File: src/rtl/ps2_host_tx.sv
// PS/2 host-to-device command transmitter: inhibit, request-to-send, 8 data bits, odd parity, stop, ack.
// Optional macro PS2_TX_RETRY_EN: retry a failed frame up to twice before reporting tx_err.
module ps2_host_tx #(
    parameter int unsigned CLK_FREQ_HZ  = 100_000_000,
    parameter int unsigned INHIBIT_US   = 100,
    parameter int unsigned SETUP_US     = 1,
    parameter int unsigned START_TMO_US = 15000,
    parameter int unsigned BIT_TMO_US   = 2000
) (
    input  logic       I_clk_100M,
    input  logic       I_rst,
    input  logic       ps2_clk_in,
    input  logic       ps2_data_in,
    output logic       ps2_clk_oe,
    output logic       ps2_data_oe,
    input  logic       tx_valid,
    input  logic [7:0] tx_byte,
    output logic       tx_ready,
    output logic       tx_busy,
    output logic       tx_done,
    output logic       tx_err,
    output logic [2:0] dbg_state
);

    // Handshake: a byte is taken on any cycle where tx_valid && tx_ready; tx_ready is high only in
    // IDLE and tx_valid is ignored at all other times.

    localparam longint unsigned INH_RAW = 64'(INHIBIT_US)   * 64'(CLK_FREQ_HZ) / 64'd1_000_000;
    localparam longint unsigned SET_RAW = 64'(SETUP_US)     * 64'(CLK_FREQ_HZ) / 64'd1_000_000;
    localparam longint unsigned STA_RAW = 64'(START_TMO_US) * 64'(CLK_FREQ_HZ) / 64'd1_000_000;
    localparam longint unsigned BIT_RAW = 64'(BIT_TMO_US)   * 64'(CLK_FREQ_HZ) / 64'd1_000_000;
    localparam longint unsigned INH_CYC = (INH_RAW == 0) ? 64'd1 : INH_RAW;
    localparam longint unsigned SET_CYC = (SET_RAW == 0) ? 64'd1 : SET_RAW;
    localparam longint unsigned STA_CYC = (STA_RAW == 0) ? 64'd1 : STA_RAW;
    localparam longint unsigned BIT_CYC = (BIT_RAW == 0) ? 64'd1 : BIT_RAW;
    localparam longint unsigned MAX_AB  = (INH_CYC > SET_CYC) ? INH_CYC : SET_CYC;
    localparam longint unsigned MAX_CD  = (STA_CYC > BIT_CYC) ? STA_CYC : BIT_CYC;
    localparam longint unsigned MAX_CYC = (MAX_AB > MAX_CD) ? MAX_AB : MAX_CD;
    localparam int              CNT_W   = $clog2(MAX_CYC + 64'd1);

    localparam logic [CNT_W-1:0] INH_LD = CNT_W'(INH_CYC - 64'd1);
    localparam logic [CNT_W-1:0] SET_LD = CNT_W'(SET_CYC - 64'd1);
    localparam logic [CNT_W-1:0] STA_LD = CNT_W'(STA_CYC);
    localparam logic [CNT_W-1:0] BIT_LD = CNT_W'(BIT_CYC);
    localparam logic [CNT_W-1:0] ONE    = CNT_W'(1);

    typedef enum logic [2:0] {
        S_IDLE, S_INHIBIT, S_REQ, S_XFER, S_ACK, S_WAIT_IDLE, S_DONE, S_ERR
    } state_t;

    state_t           state_q, state_d;
    logic [CNT_W-1:0] cnt_q, cnt_d;
    logic [3:0]       bit_cnt_q, bit_cnt_d;
    logic [7:0]       byte_q, byte_d;
    logic             parity_q, parity_d;
    logic             clk_oe_q, clk_oe_d;
    logic             data_oe_q, data_oe_d;
    logic             ready_q, ready_d;
    logic             busy_q, busy_d;
    logic             done_q, done_d;
    logic             err_q, err_d;
    logic             clk_meta_q, clk_sync_q, clk_prev_q;
    logic             data_meta_q, data_sync_q;
    logic             fall, fail;
    logic [3:0]       nxt_bit;
`ifdef PS2_TX_RETRY_EN
    logic [1:0]       retry_q, retry_d;
`endif

    assign fall = clk_prev_q & ~clk_sync_q;

    always_comb begin
        state_d   = state_q;
        cnt_d     = cnt_q;
        bit_cnt_d = bit_cnt_q;
        byte_d    = byte_q;
        parity_d  = parity_q;
        clk_oe_d  = clk_oe_q;
        data_oe_d = data_oe_q;
        done_d    = 1'b0;
        err_d     = 1'b0;
        fail      = 1'b0;
        nxt_bit   = bit_cnt_q + 4'd1;
`ifdef PS2_TX_RETRY_EN
        retry_d   = retry_q;
`endif
        case (state_q)
            S_IDLE: begin
                if (tx_valid && ready_q) begin
                    byte_d    = tx_byte;
                    parity_d  = ~^tx_byte;
                    state_d   = S_INHIBIT;
                    cnt_d     = INH_LD;
                    clk_oe_d  = 1'b1;
                    data_oe_d = 1'b0;
`ifdef PS2_TX_RETRY_EN
                    retry_d   = 2'd0;
`endif
                end
            end
            S_INHIBIT: begin
                if (cnt_q == '0) begin
                    state_d   = S_REQ;
                    data_oe_d = 1'b1;
                    cnt_d     = SET_LD;
                end else begin
                    cnt_d = cnt_q - ONE;
                end
            end
            S_REQ: begin
                if (cnt_q == '0) begin
                    state_d   = S_XFER;
                    clk_oe_d  = 1'b0;
                    bit_cnt_d = 4'd0;
                    cnt_d     = STA_LD;
                end else begin
                    cnt_d = cnt_q - ONE;
                end
            end
            S_XFER: begin
                if (fall) begin
                    bit_cnt_d = nxt_bit;
                    cnt_d     = BIT_LD;
                    if (nxt_bit <= 4'd8) begin
                        data_oe_d = ~byte_q[nxt_bit[2:0] - 3'd1];
                    end else if (nxt_bit == 4'd9) begin
                        data_oe_d = ~parity_q;
                    end else begin
                        data_oe_d = 1'b0;
                        state_d   = S_ACK;
                    end
                end else if (cnt_q <= ONE) begin
                    fail = 1'b1;
                end else begin
                    cnt_d = cnt_q - ONE;
                end
            end
            S_ACK: begin
                if (fall) begin
                    if (!data_sync_q) begin
                        state_d = S_WAIT_IDLE;
                        cnt_d   = BIT_LD;
                    end else begin
                        fail = 1'b1;
                    end
                end else if (cnt_q <= ONE) begin
                    fail = 1'b1;
                end else begin
                    cnt_d = cnt_q - ONE;
                end
            end
            S_WAIT_IDLE: begin
                if (clk_sync_q && data_sync_q) begin
                    state_d = S_DONE;
                    done_d  = 1'b1;
                end else if (fall) begin
                    cnt_d = BIT_LD;
                end else if (cnt_q <= ONE) begin
                    fail = 1'b1;
                end else begin
                    cnt_d = cnt_q - ONE;
                end
            end
            S_DONE:  state_d = S_IDLE;
            S_ERR:   state_d = S_IDLE;
            default: state_d = S_IDLE;
        endcase

        if (fail) begin
`ifdef PS2_TX_RETRY_EN
            if (retry_q != 2'd2) begin
                retry_d   = retry_q + 2'd1;
                state_d   = S_INHIBIT;
                cnt_d     = INH_LD;
                clk_oe_d  = 1'b1;
                data_oe_d = 1'b0;
            end else begin
                state_d   = S_ERR;
                err_d     = 1'b1;
                clk_oe_d  = 1'b0;
                data_oe_d = 1'b0;
            end
`else
            state_d   = S_ERR;
            err_d     = 1'b1;
            clk_oe_d  = 1'b0;
            data_oe_d = 1'b0;
`endif
        end

        ready_d = (state_d == S_IDLE);
        busy_d  = (state_d != S_IDLE);
    end

    always_ff @(posedge I_clk_100M or posedge I_rst) begin
        if (I_rst) begin
            state_q     <= S_IDLE;
            cnt_q       <= '0;
            bit_cnt_q   <= 4'd0;
            byte_q      <= 8'd0;
            parity_q    <= 1'b0;
            clk_oe_q    <= 1'b0;
            data_oe_q   <= 1'b0;
            ready_q     <= 1'b1;
            busy_q      <= 1'b0;
            done_q      <= 1'b0;
            err_q       <= 1'b0;
            clk_meta_q  <= 1'b1;
            clk_sync_q  <= 1'b1;
            clk_prev_q  <= 1'b1;
            data_meta_q <= 1'b1;
            data_sync_q <= 1'b1;
`ifdef PS2_TX_RETRY_EN
            retry_q     <= 2'd0;
`endif
        end else begin
            state_q     <= state_d;
            cnt_q       <= cnt_d;
            bit_cnt_q   <= bit_cnt_d;
            byte_q      <= byte_d;
            parity_q    <= parity_d;
            clk_oe_q    <= clk_oe_d;
            data_oe_q   <= data_oe_d;
            ready_q     <= ready_d;
            busy_q      <= busy_d;
            done_q      <= done_d;
            err_q       <= err_d;
            clk_meta_q  <= ps2_clk_in;
            clk_sync_q  <= clk_meta_q;
            clk_prev_q  <= clk_sync_q;
            data_meta_q <= ps2_data_in;
            data_sync_q <= data_meta_q;
`ifdef PS2_TX_RETRY_EN
            retry_q     <= retry_d;
`endif
        end
    end

    assign ps2_clk_oe  = clk_oe_q;
    assign ps2_data_oe = data_oe_q;
    assign tx_ready    = ready_q;
    assign tx_busy     = busy_q;
    assign tx_done     = done_q;
    assign tx_err      = err_q;
    assign dbg_state   = state_q;

endmodule

File: config.mk
export PLATFORM = sky130hd
export DESIGN_NAME = ps2_host_tx
export DESIGN_NICKNAME = d
export VERILOG_FILES = /design/src/rtl/ps2_host_tx.sv
export SDC_FILE = /design/constraint.sdc
export NUM_CORES = 1
export LEC_CHECK = 0
export CORE_MARGIN = 1.5
export CORE_UTILIZATION = 45
export DETAILED_ROUTE_END_ITERATION = 7
export GPL_ROUTABILITY_DRIVEN = 0
export SYNTH_ARGS = -nofsm -noshare
export SYNTH_HDL_FRONTEND = slang
export SYNTH_SLANG_ARGS = --single-unit
File: constraint.sdc
create_clock -name I_clk_100M -period 3.8 [get_ports I_clk_100M]
set_clock_uncertainty 0.15 [all_clocks]
set_input_delay 0.76 -clock I_clk_100M [delete_from_list [all_inputs] [get_ports I_clk_100M]]
set_output_delay 0.76 -clock I_clk_100M [all_outputs]
set_load 0.02 [all_outputs]
### Word level (Yosys, flattened, before mapping)

Cells that the tools add are included.
Widths: inputs -> output; s select.

| cells by class | value |
|---|---|
| add/subtract/negate cells | 3 |
| $mul | 0 |
| divide/modulo/power cells | 0 |
| magnitude comparators | 3 |
| eq/ne operators | 17 |
| shift-type cells | 0 |
| multiplexer cells | 45 |
| bitwise logic cells | 4 |
| reductions and logical operators | 17 |

Operators with widths:

| operator | number |
|---|---|
| $mux 21 | 8 |
| $pmux 21 s6 | 1 |
| $mux 3 | 10 |
| $le 21x1->1 const B | 1 |
| $logic_not 21->1 | 1 |
| $pmux 3 s7 | 1 |
| $sub 21x1->21 const B | 1 |
| $mux 1 | 18 |
| $ne 3x3->1 const B | 5 |
| $eq 3x3->1 const B | 4 |
| $mux 4 | 2 |
| $ne 2x2->1 const B | 4 |
| $pmux 4 s2 | 1 |
| $reduce_and 4->1 | 2 |
| $reduce_xnor 8->1 | 1 |
| $eq 3x2->1 const B | 2 |
| $logic_not 3->1 | 2 |
| $pmux 1 s3 | 2 |
| $reduce_and 3->1 | 2 |
| $reduce_bool 3->1 | 2 |
| $reduce_bool 6->1 | 1 |
| $add 4x1->4 const B | 1 |
| $eq 4x4->1 const B | 1 |
| $le 4x4->1 const B | 1 |
| other kinds (12) | 15 |

| storage, ports and cells | value |
|---|---|
| bits in registers | 48 |
| bits in latches | 0 |
| RAM bits | 0 |
| bits in read-only memories | 0 |
| output and inout bits | 9 |
| memories | 0 |

### Logic depth before layout (Yosys ltp)

| depth | value |
|---|---|
| depth after elaboration | 9 |
| gate-level depth with buffers | 9 |
| gate-level depth less buffers | 8 |

### Least setup slack after synthesis

OpenSTA, ideal clock, no wires.

| path | value |
|---|---|
| kind | register to register |
| start point | register cnt_q[9] |
| end point | register cnt_q[1] |
| library setup time | 0.122 ns |
| arrival time | 2.545 ns |
| path slack | 0.983 ns |
| cell stages (with the launch flop) | 9 |
| clock period less this slack | 2.817 ns |
| cell sequence | dfrtp_1 or3_4 or4_1 buf_2 or4_4 o31ai_4 buf_6 a21oi_2 a32o_1 |

| on the way | value |
|---|---|
| cells in the longest elaborated chain, start to end | 5 |
| elaborated cells on any way between the ends | 9 |
| classes of those cells | order compare: 1; mux: 7; reduce/logical: 1 |

RTL lines:

| what | line | text |
|---|---|---|
| start, declared | 52 | `logic [CNT_W-1:0] cnt_q, cnt_d;` |
| start signal, assigned | 218 | `cnt_q <= cnt_d;` |
| $le 21x1->1 | 132, 146, 158 |  |
| $mux 21 (3 in a row) | n/a |  |
| $pmux 21 s6 (*) | 87 | `case (state_q)` |

Every way passes the cells marked *; elsewhere a longest branch is shown, timed or not. The select of a mux whose other input is x is not followed.
A chain may end at the register's enable or synchronous reset.

### Worst setup path in the final report

Ends and elaborated chain as after synthesis.

==> impl_results.rst <==
.. list-table::
   :header-rows: 1

   * - Metric
     - Value
   * - Number of synthesized flops with an enable pin
     - 0
   * - Areal power density over the cells
     - 890 nW/um^2
   * - Share of the yosys chip area belonging to registers
     - 40.5%
   * - Total wirelength of the detailed-routed design
     - 7710 um
   * - Syn Inst Count
     - 328
   * - Clock-pin transition on the worst setup and hold timing paths
     - 0.09 ns
   * - RSZ-0062 raised after global routing
     - false
   * - Clock buffers created by TritonCTS
     - 5
   * - Max IR drop VDD
     - 462 uV
   * - Share of the clock period used by the worst path
     - 81.5%
   * - Initial cell density of the core
     - 46.8%
   * - Cts hold-fix bufs
     - 0
   * - Startpoint of the worst hold path
     - data_meta_q$_DFF_PP1_
   * - Critical path data required time
     - 3.86 ns
   * - Root buffer cell
     - clkbuf_8
   * - Flops & latches, synth
     - 48
   * - Yosys top cell area share
     - 35.2%
   * - Antenna violations before repair
     - 0
   * - Hold violation total from the final report
     - 0
   * - Count of input and output buffers
     - 21
   * - Worst hold margin
     - 0.209 ns
   * - Filler cell count in the final layout
     - 590
   * - Vias per cell
     - 6.26
   * - Max Root-Sink Buffers
     - 2
   * - Internal power component
     - 1.66 mW
   * - Setup Buffers After CTS
     - 0
   * - Die Footprint
     - 7130 um^2
   * - Routed WL per cell
     - 18.0 um
   * - Run status
     - finished, final reports clean
   * - Most common library cell in the layout ignoring fill and taps
     - dfrtp_1
   * - Maximum fanout encountered on the critical timing path
     - 9
   * - Mapped Area
     - 2990 um^2
   * - Core region area
     - 6390 um^2
   * - Synth top area cells
     - dfrtp_1, dfstp_2, o21ai_0, mux2_2, a21oi_1
   * - Post-synthesis cell type with the largest combined area
     - dfrtp_1
   * - Overall Global Routing Usage
     - 23.1%
   * - Distinct cell type count after synthesis
     - 60
   * - Reg2reg setup slack
     - 0.70 ns
   * - Transition time at the pin with the least slew margin
     - 0.983 ns
   * - Die Wd
     - 84.5 um
   * - Prevailing post-synth register cell
     - dfrtp_1
   * - Crit path kind
     - reg2reg
   * - Number of nets still failing antenna checks after routing
     - 0
   * - Cell count of the worst reg-to-reg path
     - 7
   * - Crit end category
     - register
   * - CTS tree
     - yes
   * - Final-report setup violation count
     - 0
   * - Post-route total power
     - 3.03 mW
   * - Synth warnings
     - 0
   * - Post-synthesis area per instance
     - 9.11 um^2
   * - Fraction of layout instances using a drive strength above 1
     - 12.8%
   * - Worst reg2reg path startpoint
     - cnt_q[9]$_DFFE_PP0P_
   * - Proportion of power drawn by combinational gates
     - 56.3%
   * - Switch share
     - 45.3%
   * - Arrival time of the worst setup path
     - 3.15 ns
   * - Post-CTS Resized
     - 0
   * - Placed cell count
     - 420
   * - Worst setup path start
     - cnt_q[9]$_DFFE_PP0P_
   * - Remaining DRCs
     - 0
   * - Die Y
     - 84.5 um
   * - Mapped Nets
     - 346
   * - Hold Path Cell Cnt
     - 0
   * - Leading cell types in the layout, fill and taps excluded
     - dfrtp_1, o21ai_0, nor2_1
   * - Worst Hold Endpoint
     - data_sync_q$_DFF_PP1_
   * - Proportion of synthesized flip-flops having asynchronous set or reset
     - 100%
   * - Maximum operating frequency
     - 323 MHz
   * - Global-route wire length before repair
     - 13200 um
   * - Clock network fraction of design power
     - 12.9%
   * - Kind of launch point of the worst setup path
     - register
   * - HP Class
     - reg2reg
   * - R2r endpoint
     - cnt_q[1]$_DFFE_PP0P_
   * - Aggregate global routing overflow
     - 0
   * - Clock insertion delay at the later pin of the skew report
     - 0.32 ns
   * - Time the worst path needs with I/O delays and setup
     - 3.10 ns
   * - Via total after detailed routing
     - 2679
   * - Layout Cells excl Fill
     - 428
   * - Number of ports placed on the die boundary
     - 22
   * - DR iter-0 viols
     - 231
   * - Setup TNS Final
     - 0 ns
   * - HPWL after detailed placement
     - 5460 um
   * - Share of power burned in registers
     - 30.7%
   * - CTS sink count
     - 48
   * - Layout Area Growth over Synthesis
     - 14.0%
   * - Largest net degree at the start of global routing
     - 49
   * - Antenna diodes
     - 0
   * - TritonRoute pass-1 iters
     - 6
   * - Count of nets after finishing
     - 368
   * - Max-cap viol count
     - 0
   * - Maximum level of the CTS H-tree
     - 2
   * - Number of standard-cell rows in the floorplan
     - 29
   * - Via count of the first global-routing pass
     - 2507
   * - Static Leak
     - 1.42 nW
   * - Worst max-slew margin expressed relative to the limit
     - 34.4%
   * - Psw
     - 1.37 mW
   * - Count of final max-slew check failures
     - 0
==> cells in the mapped netlist, drive strengths merged, types with 3 or more instances <==
cell / number
dfstp: 6
o22ai: 3
a21o: 5
or4: 4
ha: 5
mux2: 10
xnor2: 10
nor3: 14
o31ai: 3
a211o: 3
nor2b: 4
nor2: 26
nand4: 3
inv: 11
nand3: 13
buf: 5
nand2b: 7
dfrtp: 42
o21ai: 28
clkbuf: 13
or3: 5
nand2: 23
a31oi: 9
a21oi: 23
nor4: 7
and3: 3
a22o: 8
==> worst max-delay path, stage by stage, from the launching register on <==
cell and delay, ns:
dfrtp_1 0.44, or3_4 0.40, or4_1 0.53, or4_4 0.62, o31ai_4 0.29, buf_4 0.25, a21oi_2 0.04, a32o_1 0.26
==> power by group through the flow <==
stage / clock network (mW) / logic (mW) / registers [mW]
4_1_cts: 0.399 / 1.69 / 0.927
3_3_place_gp: 0 / 1.67 / 0.931
5_1_grt: 0.422 / 1.89 / 0.964
2_1_floorplan: 0 / 1.29 / 0.861
3_5_place_dp: 0 / 1.68 / 0.938
6_report: 0.391 / 1.71 / 0.932
==> stage by stage <==
| stage | worst slack (ns) | util, % | instance area, um^2 |
|---|---|---|---|
| 2_1_floorplan | 0.983 | - | 2990 |
| 3_3_place_gp | 0.583 | 51.5 | 3290 |
| 3_5_place_dp | 0.517 | 51.5 | 3290 |
| 4_1_cts | 0.731 | 53.3 | 3400 |
| 5_1_grt | 0.567 | 53.3 | 3400 |
| 6_report | 0.704 | 53.3 | 3400 |
==> flip-flops by register name (all words and copies together) (netlist names) <==
signal,flops
cnt_q,21
byte_q,8
bit_cnt_q,4
dbg_state,3
clk_meta_q,1
clk_prev_q,1
clk_sync_q,1
data_meta_q,1
data_sync_q,1
parity_q,1
ps2_clk_oe,1
ps2_data_oe,1
tx_busy,1
tx_done,1
tx_err,1
tx_ready,1
==> kinds of logic (layout without fill, tap and decap cells) <==
group                    after synthesis  after routing  synth area share [%]
AND/OR/NAND/NOR                      117            117                  20.2
AO/OA/AOI/OAI                        106            106                  24.1
flip-flops                            48             48                  40.5
buffers and inverters                 29             52                  4.57
multiplexers                          13             13                  5.61
XOR/XNOR                              10             10                  2.93
adder cells (fa/ha/maj)                5              5                  2.09
==> per-layer routing <==
layer | up-vias | part of all wire (%) | track usage, % | wire, um
met3 | 11 | 7.1 | 4.23 | 548
met2 | 112 | 43 | 32.7 | 3330
met1 | 1283 | 48 | 35.7 | 3730
met5 | - | 0 | 0 | 0
met4 | 0 | 1.3 | 7.33 | 104
li1 | 1273 | - | - | -
==> worst max path at each step <==
| stage | slack, ns | end | cells past startpoint |
|---|---|---|---|
| detailed placement | 0.52 | cnt_q[8]$_DFFE_PP0P_ | 9 |
| finish | 0.70 | cnt_q[1]$_DFFE_PP0P_ | 7 |
| global route | 0.57 | cnt_q[18]$_DFFE_PP0P_ | 6 |
| CTS | 0.73 | cnt_q[1]$_DFFE_PP0P_ | 7 |
| global placement | 0.58 | cnt_q[8]$_DFFE_PP0P_ | 9 |
| floorplan | 0.98 | cnt_q[1]$_DFFE_PP0P_ | 8 |
==> final cells by class <==
cell class,count,area (um^2),area share [%]
tap,77,96.3,2.83
multi-input combinational,251,1640,48.2
sequential,48,1210,35.5
clock inverter,3,46.3,1.36
timing repair buffer,33,300,8.82
clock buffer,5,68.8,2.02
inverter,11,41.3,1.21
(Power assumes the default switching activity.)
